`config.mk`:
```
export PLATFORM = sky130hd
export DESIGN_NAME = piso_shift_tx
export DESIGN_NICKNAME = d
export VERILOG_FILES = /design/src/rtl/piso_shift_tx.sv
export SDC_FILE = /design/constraint.sdc
export NUM_CORES = 1
export LEC_CHECK = 0
export CORE_AREA = 5 5 42 44
export CTS_CLUSTER_SIZE = 16
export DETAILED_ROUTE_END_ITERATION = 12
export DIE_AREA = 0 0 47 49
export DONT_BUFFER_PORTS = 1
export HOLD_SLACK_MARGIN = 0.15
export MAX_ROUTING_LAYER = met4
export PLACE_DENSITY = 0.42
export SLEW_MARGIN = 20
export SYNTH_ARGS = -nofsm -noshare
export SYNTH_HDL_FRONTEND = slang
export SYNTH_SLANG_ARGS = --single-unit
```
`constraint.sdc`:
```
create_clock -name clk -period 2.3 [get_ports clk]
set_input_delay 0.115 -clock clk [delete_from_list [all_inputs] [get_ports clk]]
set_output_delay 0.115 -clock clk [all_outputs]
set_load 0.01 [all_outputs]
```
`src/rtl/piso_shift_tx.sv`:
```
// Parallel-in, serial-out transmitter: takes a word on a valid/ready handshake and
// streams it out one bit per clock, framed by dout_valid and last.
module piso_shift_tx #(
    parameter int WIDTH      = 4,
    parameter bit LSB_FIRST  = 1'b1,
    parameter bit IDLE_LEVEL = 1'b0
) (
    input  logic             clk,
    input  logic             clr,
    input  logic             load_valid,
    output logic             load_ready,
    input  logic [WIDTH-1:0] Din,
    output logic             Dout,
    output logic             dout_valid,
    output logic             last,
    output logic             busy
);

    typedef enum logic {
        IDLE  = 1'b0,
        SHIFT = 1'b1
    } state_t;

    localparam int            CW       = (WIDTH > 1) ? $clog2(WIDTH) : 1;
    localparam logic [CW-1:0] LAST_CNT = CW'(WIDTH - 1);

    state_t           state;
    logic [WIDTH-1:0] shreg;
    logic [CW-1:0]    cnt;
    logic [CW-1:0]    cnt_next;
    logic             handshake;

    // Ready opens on the final bit so the next word can follow without a gap cycle.
    assign load_ready = clr && ((state == IDLE) || (cnt == LAST_CNT));
    assign handshake  = load_valid && load_ready;
    assign cnt_next   = cnt + CW'(1);

    always_ff @(posedge clk or negedge clr) begin
        if (!clr) begin
            state      <= IDLE;
            shreg      <= '0;
            cnt        <= '0;
            Dout       <= IDLE_LEVEL;
            dout_valid <= 1'b0;
            last       <= 1'b0;
            busy       <= 1'b0;
        end else if (handshake) begin
            state      <= SHIFT;
            cnt        <= '0;
            dout_valid <= 1'b1;
            busy       <= 1'b1;
            last       <= (WIDTH == 1);
            // The first bit goes straight to Dout; shreg keeps the remaining bits.
            if (LSB_FIRST) begin
                Dout  <= Din[0];
                shreg <= Din >> 1;
            end else begin
                Dout  <= Din[WIDTH-1];
                shreg <= Din << 1;
            end
        end else if (state == SHIFT) begin
            if (cnt == LAST_CNT) begin
                state      <= IDLE;
                cnt        <= '0;
                Dout       <= IDLE_LEVEL;
                dout_valid <= 1'b0;
                last       <= 1'b0;
                busy       <= 1'b0;
            end else begin
                cnt  <= cnt_next;
                last <= (cnt_next == LAST_CNT);
                if (LSB_FIRST) begin
                    Dout  <= shreg[0];
                    shreg <= shreg >> 1;
                end else begin
                    Dout  <= shreg[WIDTH-1];
                    shreg <= shreg << 1;
                end
            end
        end
    end

endmodule

```
==> impl_metrics.env <==
export IMPL_drive_gt1_frac=0.1304
export IMPL_clock_latency_ns=0.26
export IMPL_syn_area_per_cell_um2=11.33
export IMPL_min_period_ns=1.456
export IMPL_setup_viol=0
export IMPL_vias_per_cell=4.774
export IMPL_fin_ws_ns=0.8441
export IMPL_skew_ns=0.002177
export IMPL_leakagePower_nw=0.2713
export IMPL_n_antenna_cell=0
export IMPL_maxCapViolCount=0
export IMPL_synth_area_top_cells="dfrtp_1 (54%), a221o_1 (7.2%), ha_1 (6.0%), mux2i_1 (4.8%), and3_1 (4.5%)"
export IMPL_yosys_area_share_simple=0.1881
export IMPL_syn_instance_count=37
export IMPL_drtPass1Iterations=4
export IMPL_cts_clk_slew_worst_paths_ns=0.06
export IMPL_grt_use_total=0.08497
export IMPL_cts_repair_resized=0
export IMPL_core_area_um2=1401
export IMPL_grt_start_max_net_pins=12
export IMPL_arrival_ns=1.60
export IMPL_pin_count=12
export IMPL_synth_mux_area_frac=0.04776
export IMPL_path_cells="dlygate4sd3_1 > nand2_2 > and3_1 > a221o_1"
export IMPL_vdd_ir_drop_max_mv=0.3655
export IMPL_die_y_um=49
export IMPL_synth_area_um2=419.2
export IMPL_critPathMaxFanout=11
export IMPL_placed_area_um2=431.7
export IMPL_critPathBufInv=1
export IMPL_hold_viol_final=0
export IMPL_clockBufferDepth=2
export IMPL_cts_tree="built"
export IMPL_critPathRequiredTime_ns=2.44
export IMPL_synth_top_cell_by_area="dfrtp_1"
export IMPL_synthAdderAreaFrac=0.05970
export IMPL_grt_pass1_wl_mm=1.331
export IMPL_r2r_start="cnt[0]"
export IMPL_ys_ff_latch=9
export IMPL_area_growth_pct=23.58
export IMPL_synth_top_family_by_area="simple AND/OR/NAND/NOR gates"
export IMPL_die_area_um2=2303
export IMPL_crit_family="buffers and inverters"
export IMPL_hp_class="input pin to async pin"
export IMPL_fmax_ghz=0.6869
export IMPL_numCtsBuffers=3
export IMPL_place_hpwl_um=624.6
export IMPL_cts_sinks=9
export IMPL_syn_nets=46
export IMPL_synthXorXnorAreaFrac=0
export IMPL_cts_root_buffer="clkbuf_4"
export IMPL_fin_nets=56
export IMPL_place_congestion=0.7740
export IMPL_critPathLaunchType="input pin"
export IMPL_dp_cells=52
export IMPL_synth_async_reset_ratio=1.000
export IMPL_worst_pin_slew_ns=0.5013
export IMPL_wire_per_inst_um=13.15
export IMPL_p_per_area_nw_per_um2=1212
export IMPL_timing_final_crit_share=0.6330
export IMPL_synth_edf_count=0
export IMPL_seq_area_frac_synth=0.5373
export IMPL_yosysUniqueCellTypes=17
export IMPL_rsz0062_at_grt="false"
export IMPL_crit_start="clr"
export IMPL_endpoint_kind="flip-flop"
export IMPL_vias=296
export IMPL_drc=0
export IMPL_layout_cells_non_filler=62
export IMPL_grt_overflow_total=0
export IMPL_initial_core_util=0.2991
export IMPL_drv_slew=0
export IMPL_status="complete, no violations"
export IMPL_slowest_stage="dlygate4sd3_1"
export IMPL_place_ws_ns=0.8639
export IMPL_antenna_found_initial=0
export IMPL_h_tree_depth=1
export IMPL_row_count=14
export IMPL_synth_top_area_frac=0.5373
export IMPL_wl_um=815
export IMPL_portBuffers=0
export IMPL_fin_setup_tns_ns=0
export IMPL_path_class="input pin to flip-flop"
export IMPL_ant_nets=0
export IMPL_drt_iter0_drc=8
export IMPL_final_design_area_no_fill_um2=518.0
export IMPL_slew_headroom=0.6647
export IMPL_grt_pass1_vias=290
export IMPL_synth_flop_cell="dfrtp_1"
export IMPL_yosys_warnings=0
export IMPL_slowest_delay_ns=0.85
export IMPL_die_x_um=47
export IMPL_synth_compound_area_frac=0.1313
==> placed cells by master, fill, tap and decap left out, drive strengths merged <==
master / count
a21o: 2
a21oi: 1
a221o: 3
and2: 2
and2b: 1
and3: 3
clkbuf: 4
dfrtp: 9
dlygate4sd3: 6
ha: 2
inv: 2
mux2i: 2
nand2: 4
nand2b: 1
nor2: 3
o21ai: 1
==> registers in the layout, summed over array words and instances, names as in the netlist <==
name and count:
Dout 1, busy 1, cnt 2, last 1, shreg 3, state 1
==> through the flow <==
stage / hold slack [ns] / total power, mW / util
final: 0.2565 / 0.6276 / 0.3696
after CTS: 0.2722 / 0.6381 / 0.3696
after floorplan: -0.1806 / 0.4642 / -
after global placement: -0.1803 / 0.4964 / 0.3080
after detailed placement: -0.1803 / 0.4987 / 0.3080
after global routing: 0.2949 / 0.6855 / 0.3696
==> cell type report <==
class                           instances  area, µm²
Clock buffer                            4      26.28
Tap cell                               16      20.02
Timing Repair Buffer                    6      60.06
Inverter                                2      7.507
Fill cell                             150      883.3
Multi-Input combinational cell         25      178.9
Sequential cell                         9      225.2
==> worst paths after layout <==
kind                              end  slack (ns)  depth (start not counted)
max in group asynchronous    shreg[0]        1.71                          1
hold reg to reg              shreg[1]        0.51                          1
setup reg to reg                 Dout        0.85                          4
min in group clk           load_ready        0.38                          1
setup / recovery             shreg[0]        0.84                          4
hold / removal                   last        0.26                          1
==> cell usage after synthesis, types with 2 or more instances <==
master,n
a21o_1,2
a221o_1,3
and2_1,2
and3_1,3
dfrtp_1,9
ha_1,2
inv_1,2
mux2i_1,2
nand2_1,3
nor2_1,2
==> metal layers <==
| metal | global-route usage | vias to the layer above | wire length [µm] |
|---|---|---|---|
| li1 | - | 147 | - |
| met1 | 0.1163 | 136 | 386 |
| met2 | 0.09729 | 13 | 331 |
| met3 | 0.03690 | 0 | 97 |
| met4 | 0.05530 | 0 | 0 |
| met5 | - | - | 0 |
==> power by group <==
| part | leakage [nW] | internal (mW) | switching (mW) |
|---|---|---|---|
| combinational | 0.143 | 0.109 | 0.100 |
| clock | 0.0150 | 0.0669 | 0.0561 |
| sequential | 0.113 | 0.224 | 0.0717 |
| total | 0.271 | 0.399 | 0.228 |
==> cell families after synthesis <==
logic type	count (synthesis)
DFF	9
adders and majority gates	2
muxes	2
AOI/OAI and AO/OA	7
buffers and inverters	3
and+or+nand+nor	14
==> what timing repair did <==
item | 4_1_cts | 5_1_grt
endpoints found under the hold margin | 16 | 0
hold buffers | 6 | 0
setup buffers | 0 | 0
Note: power is estimated with default switching activity, not from simulation.
